$ cat config.mk
export PLATFORM = sky130hd
export DESIGN_NAME = plic_ctx_scan
export DESIGN_NICKNAME = d
export VERILOG_FILES = /design/src/rtl/plic_ctx_scan.sv
export SDC_FILE = /design/constraint.sdc
export NUM_CORES = 1
export LEC_CHECK = 0
export ABC_CLOCK_PERIOD_IN_PS = 10340
export CAP_MARGIN = 15
export CORE_AREA = 2 2 199 201
export CTS_CLUSTER_DIAMETER = 40
export DETAILED_ROUTE_END_ITERATION = 7
export DIE_AREA = 0 0 201 203
export MAX_ROUTING_LAYER = met4
export PLACE_DENSITY = 0.52
export SLEW_MARGIN = 20
export SYNTH_ARGS = -nofsm -noshare
export SYNTH_HDL_FRONTEND = slang
export SYNTH_SLANG_ARGS = --single-unit
$ cat constraint.sdc
create_clock -name i_clk -period 10.34 [get_ports i_clk]
set_clock_uncertainty 0.15 [all_clocks]
set_input_delay 1.551 -clock i_clk [delete_from_list [all_inputs] [get_ports i_clk]]
set_output_delay 1.551 -clock i_clk [all_outputs]
set_load 0.05 [all_outputs]
$ cat src/rtl/plic_ctx_scan.sv
// Per-context PLIC target selector: scans `lanes` sources per cycle, publishes the winner each pass,
// and runs the claim/complete handshake. Optional claim counter: define PLIC_CTX_CLAIM_CNT_EN.
module plic_ctx_scan #(
  parameter int irq_total  = 73,
  parameter int prio_width = 3,
  parameter int lanes      = 8
) (
  input  logic                             i_clk,
  input  logic                             i_nrst,
  input  logic [irq_total-1:0]             i_pending,
  input  logic [irq_total-1:0]             i_enable,
  input  logic [irq_total*prio_width-1:0]  i_prio,
  input  logic [prio_width-1:0]            i_threshold,
  input  logic                             i_claim,
  input  logic                             i_complete,
  input  logic [9:0]                       i_complete_id,
  output logic                             o_ip,
  output logic [9:0]                       o_irq_id,
  output logic [prio_width-1:0]            o_irq_prio,
  output logic                             o_claim_valid,
  output logic [9:0]                       o_claim_id,
  output logic [irq_total-1:0]             o_in_service,
  output logic [31:0]                      o_claim_cnt
);

  localparam int NCHUNK = (irq_total + lanes - 1) / lanes;
  localparam int PAD    = NCHUNK * lanes;
  localparam int IDX_W  = (NCHUNK > 1) ? $clog2(NCHUNK) : 1;
  localparam logic [IDX_W-1:0] LAST_IDX = IDX_W'(NCHUNK - 1);

  logic [PAD-1:0]              cand_pad;
  logic [PAD*prio_width-1:0]   prio_pad;
  logic [lanes-1:0]            lane_cand;
  logic [lanes*prio_width-1:0] lane_prio;
  logic [IDX_W-1:0]            idx;
  logic                        pub;
  logic [9:0]                  acc_id, win_id, chunk_id, merge_id, claim_id_nxt;
  logic [prio_width-1:0]       acc_prio, win_prio, chunk_prio, merge_prio;
  logic [irq_total-1:0]        in_service, svc_set, svc_clr;

  // Padding past irq_total keeps the last chunk's unused lanes as non-candidates.
  always_comb begin
    cand_pad = '0;
    prio_pad = '0;
    cand_pad[irq_total-1:0] = i_pending & i_enable & ~in_service;
    cand_pad[0] = 1'b0;
    prio_pad[irq_total*prio_width-1:0] = i_prio;
  end

  assign lane_cand = cand_pad[int'(idx) * lanes +: lanes];
  assign lane_prio = prio_pad[int'(idx) * lanes * prio_width +: lanes * prio_width];

  // Ascending scan with strict compare: ties resolve to the lowest id; prio 0 never wins.
  always_comb begin
    chunk_id   = '0;
    chunk_prio = '0;
    for (int j = 0; j < lanes; j++) begin
      if (lane_cand[j] && (lane_prio[j*prio_width +: prio_width] > chunk_prio)) begin
        chunk_prio = lane_prio[j*prio_width +: prio_width];
        chunk_id   = 10'(int'(idx) * lanes + j);
      end
    end
  end

  always_comb begin
    merge_id   = acc_id;
    merge_prio = acc_prio;
    if (chunk_prio > acc_prio) begin
      merge_id   = chunk_id;
      merge_prio = chunk_prio;
    end
  end

  assign claim_id_nxt = o_ip ? o_irq_id : 10'd0;

  // Claim set is applied after complete clear so a simultaneous pair leaves the bit set.
  always_comb begin
    svc_set = '0;
    svc_clr = '0;
    for (int k = 1; k < irq_total; k++) begin
      if (i_claim && (claim_id_nxt == 10'(k)))
        svc_set[k] = 1'b1;
      if (i_complete && (i_complete_id == 10'(k)))
        svc_clr[k] = 1'b1;
    end
  end

  always_ff @(posedge i_clk or negedge i_nrst) begin
    if (!i_nrst) begin
      idx           <= '0;
      acc_id        <= '0;
      acc_prio      <= '0;
      win_id        <= '0;
      win_prio      <= '0;
      pub           <= 1'b0;
      o_ip          <= 1'b0;
      o_irq_id      <= '0;
      o_irq_prio    <= '0;
      o_claim_valid <= 1'b0;
      o_claim_id    <= '0;
      in_service    <= '0;
    end else begin
      o_claim_valid <= i_claim;
      o_claim_id    <= i_claim ? claim_id_nxt : 10'd0;
      in_service    <= (in_service & ~svc_clr) | svc_set;
      if (i_claim) begin
        o_ip       <= 1'b0;
        o_irq_id   <= '0;
        o_irq_prio <= '0;
        idx        <= '0;
        acc_id     <= '0;
        acc_prio   <= '0;
        pub        <= 1'b0;
      end else begin
        if (pub) begin
          o_irq_id   <= win_id;
          o_irq_prio <= win_prio;
          o_ip       <= (win_prio > i_threshold);
        end
        if (idx == LAST_IDX) begin
          win_id   <= merge_id;
          win_prio <= merge_prio;
          pub      <= 1'b1;
          acc_id   <= '0;
          acc_prio <= '0;
          idx      <= '0;
        end else begin
          acc_id   <= merge_id;
          acc_prio <= merge_prio;
          pub      <= 1'b0;
          idx      <= idx + 1'b1;
        end
      end
    end
  end

  assign o_in_service = in_service;

`ifdef PLIC_CTX_CLAIM_CNT_EN
  logic [31:0] claim_cnt;

  always_ff @(posedge i_clk or negedge i_nrst) begin
    if (!i_nrst)
      claim_cnt <= '0;
    else if (i_claim && (claim_id_nxt != 10'd0))
      claim_cnt <= claim_cnt + 32'd1;
  end

  assign o_claim_cnt = claim_cnt;
`else
  assign o_claim_cnt = '0;
`endif

endmodule

# Yosys cells after proc, flatten, opt, wreduce, memory -nomap -nowiden
# Cells that the tools add are included.
classes:
  muxes: 178
  add_sub_neg: 8
  shift: 2
  n_lt_le_gt_ge: 10
  mul: 1
  n_eq_ne: 145
  bitwise: 7
  n_reduce_logical: 154
op_table:
  columns: ["cell", "count"]
  rows:
  - ["$eq 10x6->1 const B", 64]
  - ["$eq 10x5->1 const B", 32]
  - ["$shiftx 240x10->24", 1]
  - ["$and 73x73->73", 3]
  - ["$eq 10x7->1 const B", 18]
  - ["$eq 10x4->1 const B", 16]
  - ["$logic_and 1x1->1", 152]
  - ["$mux 1", 148]
  - ["$not 73->73", 2]
  - ["$mux 10", 14]
  - ["$eq 10x3->1 const B", 8]
  - ["$shiftx 80x8->8", 1]
  - ["$or 73x73->73", 1]
  - ["$eq 10x2->1 const B", 4]
  - ["$mux 3", 13]
  - ["$add 7x3->8 const B", 4]
  - ["$gt 3x3->1", 9]
  - ["$eq 10x1->1 const B", 2]
  - ["$add 7x2->8 const B", 2]
  - ["$add 7x1->8 const B", 1]
  - ["$mux 4", 2]
  - ["$mux 7", 1]
  - ["$mul 4x2->6 const B", 1]
  - ["$add 4x1->4 const B", 1]
  - ["5 further kinds", 5]
word_totals:
  reg_bits: 129
  in_bits: 382

# Logic depth before layout (Yosys ltp)
# Gate-level depths: netlist (run 1).
logic_depth:
  depth_word: 30
  mapped_depth: 40
  ltp_nobuf: 35

# Worst setup path before layout (run 1)
# Ideal clock, no wire load.
synth_path:
  path_kind: "in2reg"
  startpoint: "input port i_pending[16]"
  endpoint: "register win_id[3]"
  n_path_buf: 3
  setup_slack_ps: 2027
  arrival_ps: 8080
  setup_time_ps: 82
  required_ps: 10108
  stages: 35
  path_cell_list: "nor4bb_1 nor3_1 a2111oi_1 o21ai_1 ha_1 nor2b_1 o21a_1 o2111ai_1 o31a_1 buf_4 o22a_2 nand3_2 or4_4 and2_4 a21oi_2 maj3_1 nand2_2 mux2i_1 ha_1 a21oi_1 nor2_1 a21o_1 a31oi_2 and2_1 o22a_1 inv_1 ha_1 nor2b_1 o21ai_0 nand2b_1 and2_1 buf_1 clkbuf_1 nand3_1 o22ai_1"
synth_via:
  elab_chain_cells: 28
synth_rtl:
  columns: ["element", "line", "text"]
  rows:
  - ["start: declaration", "10", "input logic [irq_total-1:0] i_pending,"]
  - ["$and 73x73->73 * (2 in series)", "45", "cand_pad[irq_total-1:0] = i_pending & i_enable & ~in_service;"]
  - ["$shiftx 80x8->8 *", "50", "assign lane_cand = cand_pad[int'(idx) * lanes +: lanes];"]
  - ["$logic_and 1x1->1 *", "58", "if (lane_cand[j] && (lane_prio[j*prio_width +: prio_width] > chunk_prio)) begin"]
  - ["$mux 3", "58", null]
  - ["$gt 3x3->1", "58", null]
  - ["$logic_and 1x1->1", "58", null]
  - ["$mux 3", "58", null]
  - ["$gt 3x3->1", "58", null]
  - ["[... 11 more ...]", null, null]
  - ["$gt 3x3->1", "58", null]
  - ["$logic_and 1x1->1", "58", null]
  - ["$mux 3", "58", null]
  - ["$gt 3x3->1", "58", null]
  - ["$logic_and 1x1->1", "58", null]
  - ["$mux 3", "58", null]
  - ["$gt 3x3->1", "68", "if (chunk_prio > acc_prio) begin"]
  - ["$mux 10 *", "68", null]
  - ["end signal: assignment", "121", "win_id <= merge_id;"]
  - ["end: declaration", "37", "logic [9:0] acc_id, win_id, chunk_id, merge_id, claim_id_nxt;"]
# Mark *: on every way between the ends. The rest lies on a longest branch, timed or not.
# A chain may end at the register's enable or synchronous reset.

# Final worst setup path (run 1)
layout_path:
  startpoint: "input port i_pending[16]"
  endpoint: "register win_id[6]"
# Same word-level chain as after synthesis.

==> impl_metrics.toml, run 1 <==
[run_status]
status = "finished clean"

[setup_path]
slowest_delay_ns = 0.54
cp_top_family = "compound AO/OA/AOI/OAI gates"
cp_slowest_cell = "a2111oi_2"
worst-path-buf-inv = 2
ff2ff_setup_slack_ns = 1.29
critPathMaxFanout = 11
path_class = "in -> reg"
path_common_cell = "ha_1"
critical_path_arrival_ns = 9.56
worstSetupStartpointType = "primary input"
endpoint_kind = "flip-flop"
cp.required_ns = 10.48

[run]
max_cap_viol_count = 0

[global_route]
grtUsageMet2_pct = 38.15
grt_pass1_wl_um = 68740
grt_max_degree = 67
use_met3_pct = 5.104
grt_pass1_vias = 10399
antenna_found_initial = 3
grt.busiest_layer = "met2"
grt_overflow_total = 0
met1_usage_pct = 29.50
track_usage_pct = 23.30

[placed_design]
numPortBuffers = 476
gp_congestion = 0.8862
dpl.hpwl_um = 37520

[floorplan]
ios = 512
die_y_um = 203
fp.dieArea_mm2 = 0.04080
die_w_um = 201
rows = 72
coreArea_mm2 = 0.03847
initial_utilization_pct = 24.79

[yosys]
synth_edf_count = 0
synth_top_flop_cell = "dfrtp_1"
synth_area_leader_cell = "dfrtp_1"
synth_warnings = 0
syn_area_mm2 = 0.009537
synthTopCellsByArea = "dfrtp_1 34%, mux4_2 11%, o21ai_0 9.4%"
ys_seq_area_share_pct = 33.59
ys_types = 90
yosys.area.top_type_share_pct = 33.59
syn_area_per_cell_um2 = 9.268
ys_ff_latch = 128
ys_async_sr_fraction_pct = 100.0
synth_cells = 1029

[cells_and_area]
final_layout_size_suffix_gt1_share_pct = 8.473
nNetsFinal = 1869
syn2layout_area_growth_pct = 60.56
fillCellCount = 3885
final_common_cell = "clkdlybuf4s50_1"
layout_common_cells = "475 x clkdlybuf4s50_1, 180 x o21ai_0, 125 x dfrtp_1, 99 x nand2_1, 51 x nor2_1"

[detailed_routing]
first_pass_iters = 7
vias_per_cell = 5.096
num_vias = 10227
drc = 0
drt_wl_total_um = 47400
dr.first_iter.drc_count = 794
ant_nets = 0
wl_per_cell_um = 23.62

[timing]
tightest_slew_ns = 0.8995
report.final.slew_viol_count = 0
tns_ns = 0
grt_setup_unrepaired = "no"
min_period_over_period_pct = 91.05
maxSlewHeadroom_pct = 39.63
period_needed_ns = 9.415
whs_ns = 0.3496
timing.fmax_mhz = 106.2
setup_viol = 0
hold_viol_final = 0

[power]
combinationalPowerShare_pct = 37.4
switching_share_pct = 33.21
p_total_mw = 1.943
cellLeakagePower_nw = 5.853
intPower_mw = 1.297
clkPwrFrac_pct = 34.7
p_seq_share_pct = 27.9
ir_drop_mv = 0.1182
p_per_area_mw_per_mm2 = 126.9
switchingPower_uw = 645.2

[clocking]
ctsResizeCount = 0
cts_sinks = 128
numCtsBuffers = 17
cts_max_level = 4
cts_setup_buffers = 0
path_clk_slew_ns = 0.06
clock_tree.root_cell = "clkbuf_16"
insertion_delay_ns = 0.43
cts_hold_buffers = 0
clock_path_buffers = 2
cts_tree = "done"

[hold_path]
hold_class = "reg -> reg"
[area by class of cell]
type                            instances  area [µm²]  area share [%]
Clock inverter                         13       209.0           1.365
Timing Repair Buffer                  488        4852           31.69
Antenna cell                            2       5.005         0.03269
Clock buffer                           19       452.9           2.958
Tap cell                              518       648.1           4.233
Inverter                               24       90.09          0.5883
Sequential cell                       128        3212           20.98
Multi-Input combinational cell        815        5843           38.16
[metrics by stage]
step,instance area [µm²],std cells,setup WS (ns),utilization (%)
floorplan,9657,1061,2.027,-
global placement,14640,1973,0.5167,38.06
detailed placement,14640,1973,0.4038,38.06
CTS,15300,2005,0.8488,39.78
global route,15310,2007,0.2048,39.81
finish,15310,2007,0.9254,39.81
[cells in the mapped netlist, types with 8 or more instances]
cell type	n
nand3b_1	23
nand4_1	8
nand2_1	99
nor3_1	14
buf_1	8
nor2_1	51
buf_2	14
inv_1	22
nand4bb_1	8
o21ai_0	180
nand4b_1	23
nand2b_1	9
mux2i_1	48
dfrtp_1	128
clkbuf_1	32
ha_1	13
and3_1	17
nand3_1	41
buf_4	38
mux4_2	46
a21oi_1	22
nor2b_1	11
[cell families (layout without fill, tap and decap cells)]
| group | count (synthesis) | in the layout | synth area share [%] |
|---|---|---|---|
| flops | 128 | 128 | 33.59 |
| xor+xnor | 4 | 4 | 0.3673 |
| mux | 95 | 95 | 16.18 |
| other cells | 1 | 35 | 0.03932 |
| fa+ha+maj | 16 | 16 | 2.021 |
| compound gates | 309 | 309 | 19.96 |
| buf+inv | 118 | 544 | 6.521 |
| simple gates | 358 | 358 | 21.33 |
[worst paths after layout]
check	start	to	cells past startpoint
worst max register to register	idx[1]	win_id[6]	31
worst min register to register	win_id[9]	win_id[9]	2
max in group asynchronous	i_nrst	idx[1]	2
min in group asynchronous	i_nrst	win_prio[2]	1
worst min-delay path	win_id[9]	win_id[9]	2
worst max-delay path	i_pending[16]	win_id[6]	33
[worst register-to-register path, delay by kind of cell (launching register included)]
kind / cells / cell delay [ns]
fa+ha+maj: 4 / 1.07
compound gates: 14 / 3.72
flops: 1 / 0.85
mux: 1 / 0.21
simple gates: 10 / 2.12
buf+inv: 2 / 0.80
[power groups by stage]
stage | logic, mW | registers (mW) | clock network [mW]
3_3_place_gp | 0.715 | 0.552 | 0
3_5_place_dp | 0.725 | 0.551 | 0
6_report | 0.726 | 0.542 | 0.675
2_1_floorplan | 0.473 | 0.533 | 0
5_1_grt | 0.792 | 0.545 | 0.709
4_1_cts | 0.728 | 0.542 | 0.685
[layer usage]
| metal | share of wire (%) | wire length, µm |
|---|---|---|
| met1 | 43 | 20390 |
| met2 | 48 | 22870 |
| met3 | 7.2 | 3399 |
| met4 | 1.6 | 741 |
| met5 | 0 | 0 |
[registers in the layout, indices dropped and copies added (netlist names)]
register and flops:
acc_id 10, acc_prio 3, idx 4, o_claim_id 10, o_claim_valid 1, o_in_service 72, o_ip 1, o_irq_id 10
o_irq_prio 3, pub 1, win_id 10, win_prio 3
Note: power is estimated with default switching activity, not from simulation.
==> inputs of run 2 (changes only) <==
Settings changed: ABC_CLOCK_PERIOD_IN_PS 10340 to 10040.
Clock period 10.34 ns to 10.04 ns, I/O delays scaled along.
==> impl_metrics.toml, run 2 (synthesis gave the netlist of run 1 again) <==
[run_status]
status = "finished clean"

[cells_and_area]
fin_util_pct = 39.82
multiInputGateArea_mm2 = 0.005844
fillCellCount = 3846
regArea_mm2 = 0.003212
nNetsFinal = 1871
final_cell_count_no_fill = 2008
largest_reg_flops = 72
final_layout_size_suffix_gt1_share_pct = 8.596
fin_area_mm2 = 0.01532
layout_common_cells = "475 x clkdlybuf4s50_1, 180 x o21ai_0, 125 x dfrtp_1, 99 x nand2_1, 51 x nor2_1"
final_common_cell = "clkdlybuf4s50_1"
syn2layout_area_growth_pct = 60.60

[floorplan]
die_y_um = 203
rows = 72
fp.dieArea_mm2 = 0.04080
die_w_um = 201
initial_utilization_pct = 24.79
ios = 512
coreArea_mm2 = 0.03847

[power]
switching_share_pct = 33.32
clkPwrFrac_pct = 34.6
combinationalPowerShare_pct = 37.7
switchingPower_uw = 665.4
p_per_area_mw_per_mm2 = 130.4
ir_drop_mv = 0.1033
cellLeakagePower_nw = 5.857
p_seq_share_pct = 27.7
p_total_mw = 1.997
intPower_mw = 1.332

[hold_path]
hold_class = "reg -> reg"

[detailed_routing]
drt_wl_total_um = 47370
first_pass_iters = 5
wl_per_cell_um = 23.59
dr.first_iter.drc_count = 780
num_vias = 10249
ant_nets = 0
drc = 0
vias_per_cell = 5.104

[global_route]
grt_overflow_total = 0
antenna_found_initial = 1
track_usage_pct = 23.25
grt_pass1_vias = 10384
grt_pass1_wl_um = 68710
grt_max_degree = 76

[clocking]
cts_max_level = 4
path_clk_slew_ns = 0.06
cts_setup_buffers = 0
ctsResizeCount = 0
insertion_delay_ns = 0.43
cts_tree = "done"
numCtsBuffers = 17
cts_sinks = 128
clock_path_buffers = 2
cts_hold_buffers = 0
clock_tree.root_cell = "clkbuf_16"

[placed_design]
gp_congestion = 0.8956
numPortBuffers = 476
placed_cell_area_mm2 = 0.01466
dpl.hpwl_um = 37370
dp_cells = 1975
pre_cts_ws_ns = 0.1843

[setup_path]
path_class = "in -> reg"
critPathMaxFanout = 11
cp_slowest_cell = "or4_4"
worstSetupStartpointType = "primary input"
cp.required_ns = 10.18
slowest_delay_ns = 0.60
critical_path_arrival_ns = 9.44
endpoint_kind = "flip-flop"
path_common_cell = "ha_1"

[timing]
setup_viol = 0
timing.fmax_mhz = 107.6
report.final.slew_viol_count = 0
period_needed_ns = 9.298
tns_ns = 0
hold_viol_final = 0
grt_setup_unrepaired = "no"
whs_ns = 0.3646
finalWorstSetupSlack_ns = 0.7422
tightest_slew_ns = 0.9771
maxSlewHeadroom_pct = 34.86
min_period_over_period_pct = 92.61

[run]
max_cap_viol_count = 0
[run 2: changes by cell type in the layout (fill, tap and decap cells not counted)]
cell and delta:
buf_4 +2, and2_1 -1, and2_2 +1, clkbuf_1 +1, clkbuf_8 -1, diode_2 -1
[run 2: power by group through the flow]
stage | Combinational, mW | Sequential [mW] | Clock (mW)
floorplan | 0.487 | 0.549 | 0
global placement | 0.742 | 0.563 | 0
detailed placement | 0.750 | 0.563 | 0
CTS | 0.753 | 0.555 | 0.699
global route | 0.824 | 0.556 | 0.724
finish | 0.752 | 0.554 | 0.691
[run 2: path summary, 6_finish.rpt]
kind / start / to / slack, ns / cells after the start
worst max-delay path: i_pending[16] / win_id[6] / 0.74 / 33
worst min-delay path: win_id[9] / win_id[9] / 0.36 / 2
worst max register to register: idx[0] / win_id[6] / 1.12 / 33
worst min register to register: win_id[9] / win_id[9] / 0.36 / 2
max in group asynchronous: i_nrst / idx[1] / 7.13 / 2
min in group asynchronous: i_nrst / win_prio[2] / 1.00 / 1
[run 2: worst max-delay path: cells and delay by family]
family | cells | cell delay (ns)
AOI/OAI and AO/OA | 13 | 3.12
adders and majority gates | 4 | 1.07
buffers and inverters | 2 | 0.51
muxes | 1 | 0.21
and+or+nand+nor | 13 | 3.01
[run 2: layout make-up]
cell class,instances,share of cell area (%)
Multi-Input combinational cell,815,38.16
Timing Repair Buffer,490,31.78
Tap cell,518,4.232
Antenna cell,1,0.01634
Sequential cell,128,20.97
Clock buffer,19,2.892
Clock inverter,13,1.364
Inverter,24,0.5882
[run 2: routing by layer]
| metal | share of wire [%] | vias to the layer above | GRT usage, % |
|---|---|---|---|
| met5 | 0 | - | - |
| met4 | 1.8 | 0 | 5.503 |
| met3 | 7.5 | 37 | 5.795 |
| met2 | 47 | 481 | 37.20 |
| met1 | 43 | 5008 | 29.56 |
| li1 | - | 4723 | - |
==> inputs of run 3 (changes only) <==
Settings changed: SETUP_SLACK_MARGIN set to 0.15.
==> results of run 3 <==
The final DEF is identical to that of run 2; final timing and power are the same.
